==> config.mk <==
export PLATFORM = sky130hd
export DESIGN_NAME = pipe_hazard_ctrl_flat
export DESIGN_NICKNAME = d
export VERILOG_FILES = /design/src/rtl/pipe_hazard_ctrl_pkg.sv /design/src/rtl/pipe_hazard_ctrl_if.sv /design/src/rtl/pipe_hazard_ctrl_stall_wdog.sv /design/src/rtl/pipe_hazard_ctrl.sv /design/src/flat_wrapper.sv
export SDC_FILE = /design/constraint.sdc
export NUM_CORES = 1
export LEC_CHECK = 0
export CORE_ASPECT_RATIO = 1.75
export CORE_UTILIZATION = 41
export DETAILED_ROUTE_END_ITERATION = 8
export GPL_TIMING_DRIVEN = 0
export PLACE_DENSITY = 0.87
export SETUP_SLACK_MARGIN = 0.05
export SYNTH_ARGS = -nofsm -noshare
export SYNTH_HDL_FRONTEND = slang
export SYNTH_SLANG_ARGS = --single-unit
==> constraint.sdc <==
create_clock -name clk -period 2.4 [get_ports clk]
set_clock_uncertainty 0.2 [all_clocks]
set_input_delay 0.48 -clock clk [delete_from_list [all_inputs] [get_ports clk]]
set_output_delay 0.48 -clock clk [all_outputs]
set_load 0.03 [all_outputs]
==> src/rtl/pipe_hazard_ctrl_pkg.sv <==
// pipe_hazard_ctrl_pkg
// Shared definitions for the pipeline hazard controller: stage index
// constants, default stall-vector width, default non-abortable request mask
// and the controller FSM state encoding.
package pipe_hazard_ctrl_pkg;

    // Stage indices into the stall vector, oldest stage at bit 0
    localparam int STAGE_PC  = 0;
    localparam int STAGE_IF  = 1;
    localparam int STAGE_ID  = 2;
    localparam int STAGE_EX  = 3;
    localparam int STAGE_MEM = 4;
    localparam int STAGE_WB  = 5;

    localparam int STAGES_DEFAULT = 6;

    // A data-memory transaction cannot be abandoned half way
    localparam logic [STAGES_DEFAULT-1:0] NOABORT_MASK_DEFAULT = 6'b010000;

    typedef enum logic {
        RUN  = 1'b0,
        PEND = 1'b1
    } hz_state_t;

endpackage

==> src/rtl/pipe_hazard_ctrl_if.sv <==
// pipe_hazard_ctrl_if
// Bundle between the pipeline and the hazard controller.
//   stall_req  : per-stage hold requests (bit k = stage k)
//   excp_valid : exception committed this cycle
//   excp_pc    : exception handler address
//   stall      : thermometer stall vector back to the pipeline registers
//   flush      : flush all pipeline registers this cycle
//   new_pc     : redirect PC, valid while flush is high
// master = pipeline side, slave = controller side.
interface pipe_hazard_ctrl_if
    import pipe_hazard_ctrl_pkg::*;
#(
    parameter int STAGES = STAGES_DEFAULT
);

    logic [STAGES-1:0] stall_req;
    logic              excp_valid;
    logic [31:0]       excp_pc;
    logic [STAGES-1:0] stall;
    logic              flush;
    logic [31:0]       new_pc;

    modport master (
        output stall_req, excp_valid, excp_pc,
        input  stall, flush, new_pc
    );

    modport slave (
        input  stall_req, excp_valid, excp_pc,
        output stall, flush, new_pc
    );

endinterface

==> src/rtl/pipe_hazard_ctrl_stall_wdog.sv <==
// stall_wdog
// Counts consecutive stalled cycles and raises a sticky timeout flag once the
// count reaches WDOG_LIMIT. The counter saturates at WDOG_LIMIT.
//   clk, rst      : clock, synchronous active-high reset
//   stalling      : pipeline is stalled (and not flushing) this cycle
//   stall_timeout : sticky flag, cleared only by rst
module stall_wdog #(
    parameter int WDOG_W     = 11,
    parameter int WDOG_LIMIT = 1024
) (
    input  logic clk,
    input  logic rst,
    input  logic stalling,
    output logic stall_timeout
);

    localparam logic [WDOG_W-1:0] LIMIT = WDOG_W'(WDOG_LIMIT);

    logic [WDOG_W-1:0] count_q;
    logic [WDOG_W-1:0] count_d;
    logic              timeout_q;

    // Any non-stalled cycle restarts the streak
    always_comb begin
        count_d = '0;
        if (stalling) begin
            count_d = (count_q == LIMIT) ? count_q : count_q + 1'b1;
        end
    end

    // The flag is set from the next count so it rises in step with the count
    always_ff @(posedge clk) begin
        if (rst) begin
            count_q   <= '0;
            timeout_q <= 1'b0;
        end else begin
            count_q   <= count_d;
            timeout_q <= timeout_q | (count_d == LIMIT);
        end
    end

    assign stall_timeout = timeout_q;

endmodule

==> src/rtl/pipe_hazard_ctrl.sv <==
// pipe_hazard_ctrl
// Pipeline hazard controller: decodes per-stage stall requests into a
// thermometer stall vector, turns exceptions into a one-cycle flush with a
// redirect PC (deferred while a non-abortable stall is in flight), runs a
// stall watchdog and optional performance counters.
//   clk, rst          : clock, synchronous active-high reset
//   bus (slave)       : stall_req/excp_valid/excp_pc in, stall/flush/new_pc out
//   stall_timeout     : sticky watchdog flag
//   perf_stall_cycles : cycles with a non-zero stall vector
//   perf_flush_cnt    : flushes issued
// Build option: define PIPE_HAZARD_PERF_EN to build the perf counters;
// otherwise both perf outputs read 0.
module pipe_hazard_ctrl
    import pipe_hazard_ctrl_pkg::*;
#(
    parameter int                STAGES       = STAGES_DEFAULT,
    parameter logic [STAGES-1:0] NOABORT_MASK = NOABORT_MASK_DEFAULT,
    parameter int                EXCP_STAGE   = STAGE_MEM,
    parameter int                WDOG_LIMIT   = 1024,
    parameter int                WDOG_W       = 11
) (
    input  logic                clk,
    input  logic                rst,
    pipe_hazard_ctrl_if.slave   bus,
    output logic                stall_timeout,
    output logic [31:0]         perf_stall_cycles,
    output logic [31:0]         perf_flush_cnt
);

    // Stages [EXCP_STAGE:0] stay frozen while an exception waits to flush
    localparam logic [STAGES-1:0] EXCP_MASK =
        STAGES'((64'd1 << (EXCP_STAGE + 1)) - 64'd1);

    hz_state_t         state_q;
    hz_state_t         state_d;
    logic [31:0]       pend_pc_q;
    logic [31:0]       pend_pc_d;
    logic [STAGES-1:0] decoded;
    logic [STAGES-1:0] stall_o;
    logic              flush_o;
    logic [31:0]       new_pc_o;
    logic              noabort_active;
    logic              wdog_stalling;

    // Thermometer decode: a stage stalls if it or any younger stage requests
    always_comb begin
        logic seen;
        seen    = 1'b0;
        decoded = '0;
        for (int k = STAGES - 1; k >= 0; k--) begin
            seen       = seen | bus.stall_req[k];
            decoded[k] = seen;
        end
    end

    assign noabort_active = |(bus.stall_req & NOABORT_MASK);

    always_ff @(posedge clk) begin
        if (rst) begin
            state_q   <= RUN;
            pend_pc_q <= '0;
        end else begin
            state_q   <= state_d;
            pend_pc_q <= pend_pc_d;
        end
    end

    // Flush wins over every stall request; reset forces all outputs low
    always_comb begin
        state_d   = state_q;
        pend_pc_d = pend_pc_q;
        stall_o   = decoded;
        flush_o   = 1'b0;
        new_pc_o  = '0;
        unique case (state_q)
            RUN: begin
                if (bus.excp_valid) begin
                    if (!noabort_active) begin
                        flush_o  = 1'b1;
                        new_pc_o = bus.excp_pc;
                        stall_o  = '0;
                    end else begin
                        state_d   = PEND;
                        pend_pc_d = bus.excp_pc;
                    end
                end
            end
            PEND: begin
                if (!noabort_active) begin
                    flush_o  = 1'b1;
                    new_pc_o = pend_pc_q;
                    stall_o  = '0;
                    state_d  = RUN;
                end else begin
                    stall_o = decoded | EXCP_MASK;
                end
            end
            default: state_d = RUN;
        endcase
        if (rst) begin
            stall_o  = '0;
            flush_o  = 1'b0;
            new_pc_o = '0;
        end
    end

    assign bus.stall  = stall_o;
    assign bus.flush  = flush_o;
    assign bus.new_pc = new_pc_o;

    assign wdog_stalling = (|stall_o) && !flush_o;

    stall_wdog #(
        .WDOG_W     (WDOG_W),
        .WDOG_LIMIT (WDOG_LIMIT)
    ) u_wdog (
        .clk           (clk),
        .rst           (rst),
        .stalling      (wdog_stalling),
        .stall_timeout (stall_timeout)
    );

`ifdef PIPE_HAZARD_PERF_EN
    logic [31:0] stall_cnt_q;
    logic [31:0] flush_cnt_q;

    // Free-running counters, wrap modulo 2^32
    always_ff @(posedge clk) begin
        if (rst) begin
            stall_cnt_q <= '0;
            flush_cnt_q <= '0;
        end else begin
            if (|stall_o) stall_cnt_q <= stall_cnt_q + 32'd1;
            if (flush_o)  flush_cnt_q <= flush_cnt_q + 32'd1;
        end
    end

    assign perf_stall_cycles = stall_cnt_q;
    assign perf_flush_cnt    = flush_cnt_q;
`else
    assign perf_stall_cycles = '0;
    assign perf_flush_cnt    = '0;
`endif

endmodule

==> src/flat_wrapper.sv <==
// flat-port wrapper written by rule: the top's interface ports become plain ports
module pipe_hazard_ctrl_flat import pipe_hazard_ctrl_pkg::*;
#(
    parameter int                STAGES       = STAGES_DEFAULT,
    parameter logic [STAGES-1:0] NOABORT_MASK = NOABORT_MASK_DEFAULT,
    parameter int                EXCP_STAGE   = STAGE_MEM,
    parameter int                WDOG_LIMIT   = 1024,
    parameter int                WDOG_W       = 11
)
  (clk, rst, stall_timeout, perf_stall_cycles, perf_flush_cnt, bus_stall_req, bus_excp_valid, bus_excp_pc, bus_stall, bus_flush, bus_new_pc);
  pipe_hazard_ctrl_if #(.STAGES(STAGES)) bus_i ();
  input  logic clk;
  input  logic rst;
  output logic stall_timeout;
  output logic [31:0] perf_stall_cycles;
  output logic [31:0] perf_flush_cnt;
  input wire logic [$bits(bus_i.stall_req)-1:0] bus_stall_req;
  input wire logic [$bits(bus_i.excp_valid)-1:0] bus_excp_valid;
  input wire logic [$bits(bus_i.excp_pc)-1:0] bus_excp_pc;
  output wire logic [$bits(bus_i.stall)-1:0] bus_stall;
  output wire logic [$bits(bus_i.flush)-1:0] bus_flush;
  output wire logic [$bits(bus_i.new_pc)-1:0] bus_new_pc;
  assign bus_i.stall_req = bus_stall_req;
  assign bus_i.excp_valid = bus_excp_valid;
  assign bus_i.excp_pc = bus_excp_pc;
  assign bus_stall = bus_i.stall;
  assign bus_flush = bus_i.flush;
  assign bus_new_pc = bus_i.new_pc;
  pipe_hazard_ctrl #(.STAGES(STAGES), .NOABORT_MASK(NOABORT_MASK), .EXCP_STAGE(EXCP_STAGE), .WDOG_LIMIT(WDOG_LIMIT), .WDOG_W(WDOG_W)) u_core (.clk(clk), .rst(rst), .bus(bus_i), .stall_timeout(stall_timeout), .perf_stall_cycles(perf_stall_cycles), .perf_flush_cnt(perf_flush_cnt));
endmodule
==> impl_metrics.env <==
export IMPL_outcome="complete, no violations"
export IMPL_place_ws_ns=-0.9178
export IMPL_ys_seq_elements=45
export IMPL_crit_fanout=2
export IMPL_period_share=0.9683
export IMPL_multiInputGateArea_mm2=0.001630
export IMPL_io_pins=145
export IMPL_htreeDepth=2
export IMPL_final_antenna_net_count=0
export IMPL_nets=581
export IMPL_grt_use_total=0.1941
export IMPL_cts_tree="built"
export IMPL_area_growth_pct=44.01
export IMPL_clkLatencyLatePin_ns=0.28
export IMPL_wl_per_cell_um=11.49
export IMPL_gr_total_overflow=0
export IMPL_cts_inserted_buffers=5
export IMPL_whs_path_depth=2
export IMPL_drc_errors=0
export IMPL_fp_dieW_um=65.51
export IMPL_yosysUniqueCellTypes=40
export IMPL_dp_hpwl_mm=5.632
export IMPL_ir_drop_uv=391.5
export IMPL_fillers=631
export IMPL_drive_gt1_frac=0.2714
export IMPL_syn_area_per_cell_um2=7.537
export IMPL_regArea_um2=900.9
export IMPL_cap_violations=0
export IMPL_cp_end_kind="primary output"
export IMPL_reg2regPathDepth=6
export IMPL_yosysWarnings=0
export IMPL_powerDensity_mw_per_mm2=489.1
export IMPL_rsz0062_at_grt="false"
export IMPL_cp_data_arrival_time_ns=1.64
export IMPL_core_area_mm2=0.006857
export IMPL_num_antenna_cells=0
export IMPL_drt_iter0_drc=91
export IMPL_hold_path_class="flip-flop to flip-flop"
export IMPL_cts_max_path_buffers=2
export IMPL_grt_max_degree=13
export IMPL_p_leak_nw=1.920
export IMPL_period_minus_slack_ns=2.324
export IMPL_maxSlewViolCount=0
export IMPL_routed_wirelength_mm=7.149
export IMPL_grt_pass1_wl_mm=11.41
export IMPL_fp_dieH_um=113.1
export IMPL_antenna_found_initial=0
export IMPL_numPortBuffers=80
export IMPL_cts_sink_count=45
export IMPL_layout_setup_ws_ns=0.07617
export IMPL_drt_pass1_iterations=4
export IMPL_synth_edf_count=0
export IMPL_clk_pin_slew_ns=0.06
export IMPL_crit_type="input port to primary output"
export IMPL_vias=2828
export IMPL_syn_cell_area_mm2=0.002894
export IMPL_hold_ws_ns=0.2513
export IMPL_async_flop_share=0
export IMPL_dieArea_mm2=0.007412
export IMPL_via_per_inst=4.547
export IMPL_setup_viol=0
export IMPL_cts_hold_fix_buffers=0
export IMPL_grt_pass1_vias=2559
export IMPL_rows=40
export IMPL_synthCells=384
export IMPL_start_util=0.4221
export IMPL_gp_congestion=0.9346
export IMPL_max_freq_mhz=430.3
export IMPL_hold_viol_final=0
export IMPL_seq_area_frac_synth=0.3113
export IMPL_worstPathRequired_ns=1.72
export IMPL_root_buffer="clkbuf_16"
export IMPL_critPathLaunchType="input port"
export IMPL_ys_flop_type="dfxtp_1"
-- sequential cells by signal (all words and copies together), names as in the netlist --
name                         flops
u_core.state_q                   1
u_core.pend_pc_q                32
u_core.u_wdog.count_q           11
u_core.u_wdog.stall_timeout      1
-- stage by stage --
stage          instance area, um^2  total power [mW]  utilization  setup TNS, ns  std cells
4_1_cts                       4133             2.043       0.6027              0        619
3_3_place_gp                  4036             1.365       0.5887         -31.39        611
6_report                      4168             2.038       0.6078              0        622
5_1_grt                       4168             2.129       0.6078              0        622
2_1_floorplan                 3131             1.210            -              0        447
3_5_place_dp                  4036             1.375       0.5887         -32.43        611
-- synthesized netlist by cell type, types with 2 or more instances --
cell type	n	area, um^2
nor2_1	52	195.2
nor3_2	2	20.02
clkbuf_1	14	52.55
buf_6	2	22.52
nor2b_1	2	12.51
xnor2_1	6	52.55
nor3_1	5	25.02
nand2_1	73	274.0
buf_4	64	480.5
mux2i_1	33	330.3
nand4_1	2	12.51
nand3_1	4	20.02
inv_1	8	30.03
buf_2	5	25.02
o21ai_0	2	10.01
dfxtp_1	45	900.9
a21oi_1	38	190.2
xor2_1	4	35.03
ha_1	2	25.02
-- critical path, stage by stage --
cell and delay, ns:
clkdlybuf4s50_1 0.49, nor3_2 0.05, or3_1 0.33, buf_6 0.14
inv_4 0.04, buf_6 0.12
-- where the power goes --
group / switching [mW] / internal, mW
Sequential: 0.0162 / 0.776
Combinational: 0.339 / 0.235
Clock: 0.264 / 0.409
-- timing repair --
action / CTS / global route
setup endpoints to repair: 39 / 29
resized for setup: 241 / 7
pin swaps: 4 / 4
buffers inserted: 1 / 3
-- layout by cell type (no fill, tap or decap), drive strengths merged --
cell type and n:
buf 107, nand2 73, conb 64, nor2 54, dfxtp 45, a21oi 38
clkdlybuf4s50 34, mux2i 33, clkbuf 26, clkdlybuf4s15 8, inv 8, nor3 7
xnor2 6, nand3 4, xor2 4, dlygate4sd2 3, nand4 3, o21ai 2
nor2b 2, ha 2, nor3b 1, o31ai 1, or4 1, or3 1
or2 1, nor4b 1, and4 1, and2 1, o311ai 1, and3 1
o211ai 1, nor4 1, a22oi 1, a2111oi 1, a32o 1
-- final timing paths --
path                                                           from                                      to  slack [ns]
worst min register to register    u_core.pend_pc_q[16]$_SDFFE_PP0P_       u_core.pend_pc_q[16]$_SDFFE_PP0P_        0.25
worst max-delay path                               bus_stall_req[0]                            bus_stall[0]        0.08
worst max register to register  u_core.u_wdog.count_q[0]$_SDFF_PP0_  u_core.u_wdog.stall_timeout$_SDFF_PP0_        0.26
worst min-delay path              u_core.pend_pc_q[16]$_SDFFE_PP0P_       u_core.pend_pc_q[16]$_SDFFE_PP0P_        0.25
-- area by class of cell --
cell class,instances,area share
Multi-Input combinational cell,307,0.3912
Sequential cell,45,0.2162
Timing Repair Buffer,84,0.1723
Buffer,87,0.1531
Clock buffer,7,0.03422
Tap cell,84,0.02522
Inverter,8,0.007805
-- per-layer routing --
layer	global-route usage	up-vias	share of wire
li1	-	1426	-
met1	0.1942	1275	0.35
met2	0.3863	114	0.57
met3	0.03226	13	0.063
met4	0.05942	0	0.019
met5	0	-	0
-- cell families after synthesis --
kind of cell,share of synthesized area
flops,0.3113
simple gates,0.2300
fa+ha+maj,0.008645
xor+xnor,0.03026
buf+inv,0.2140
mux,0.1141
other cells,0.001296
compound gates,0.09036
(Power assumes the default switching activity.)
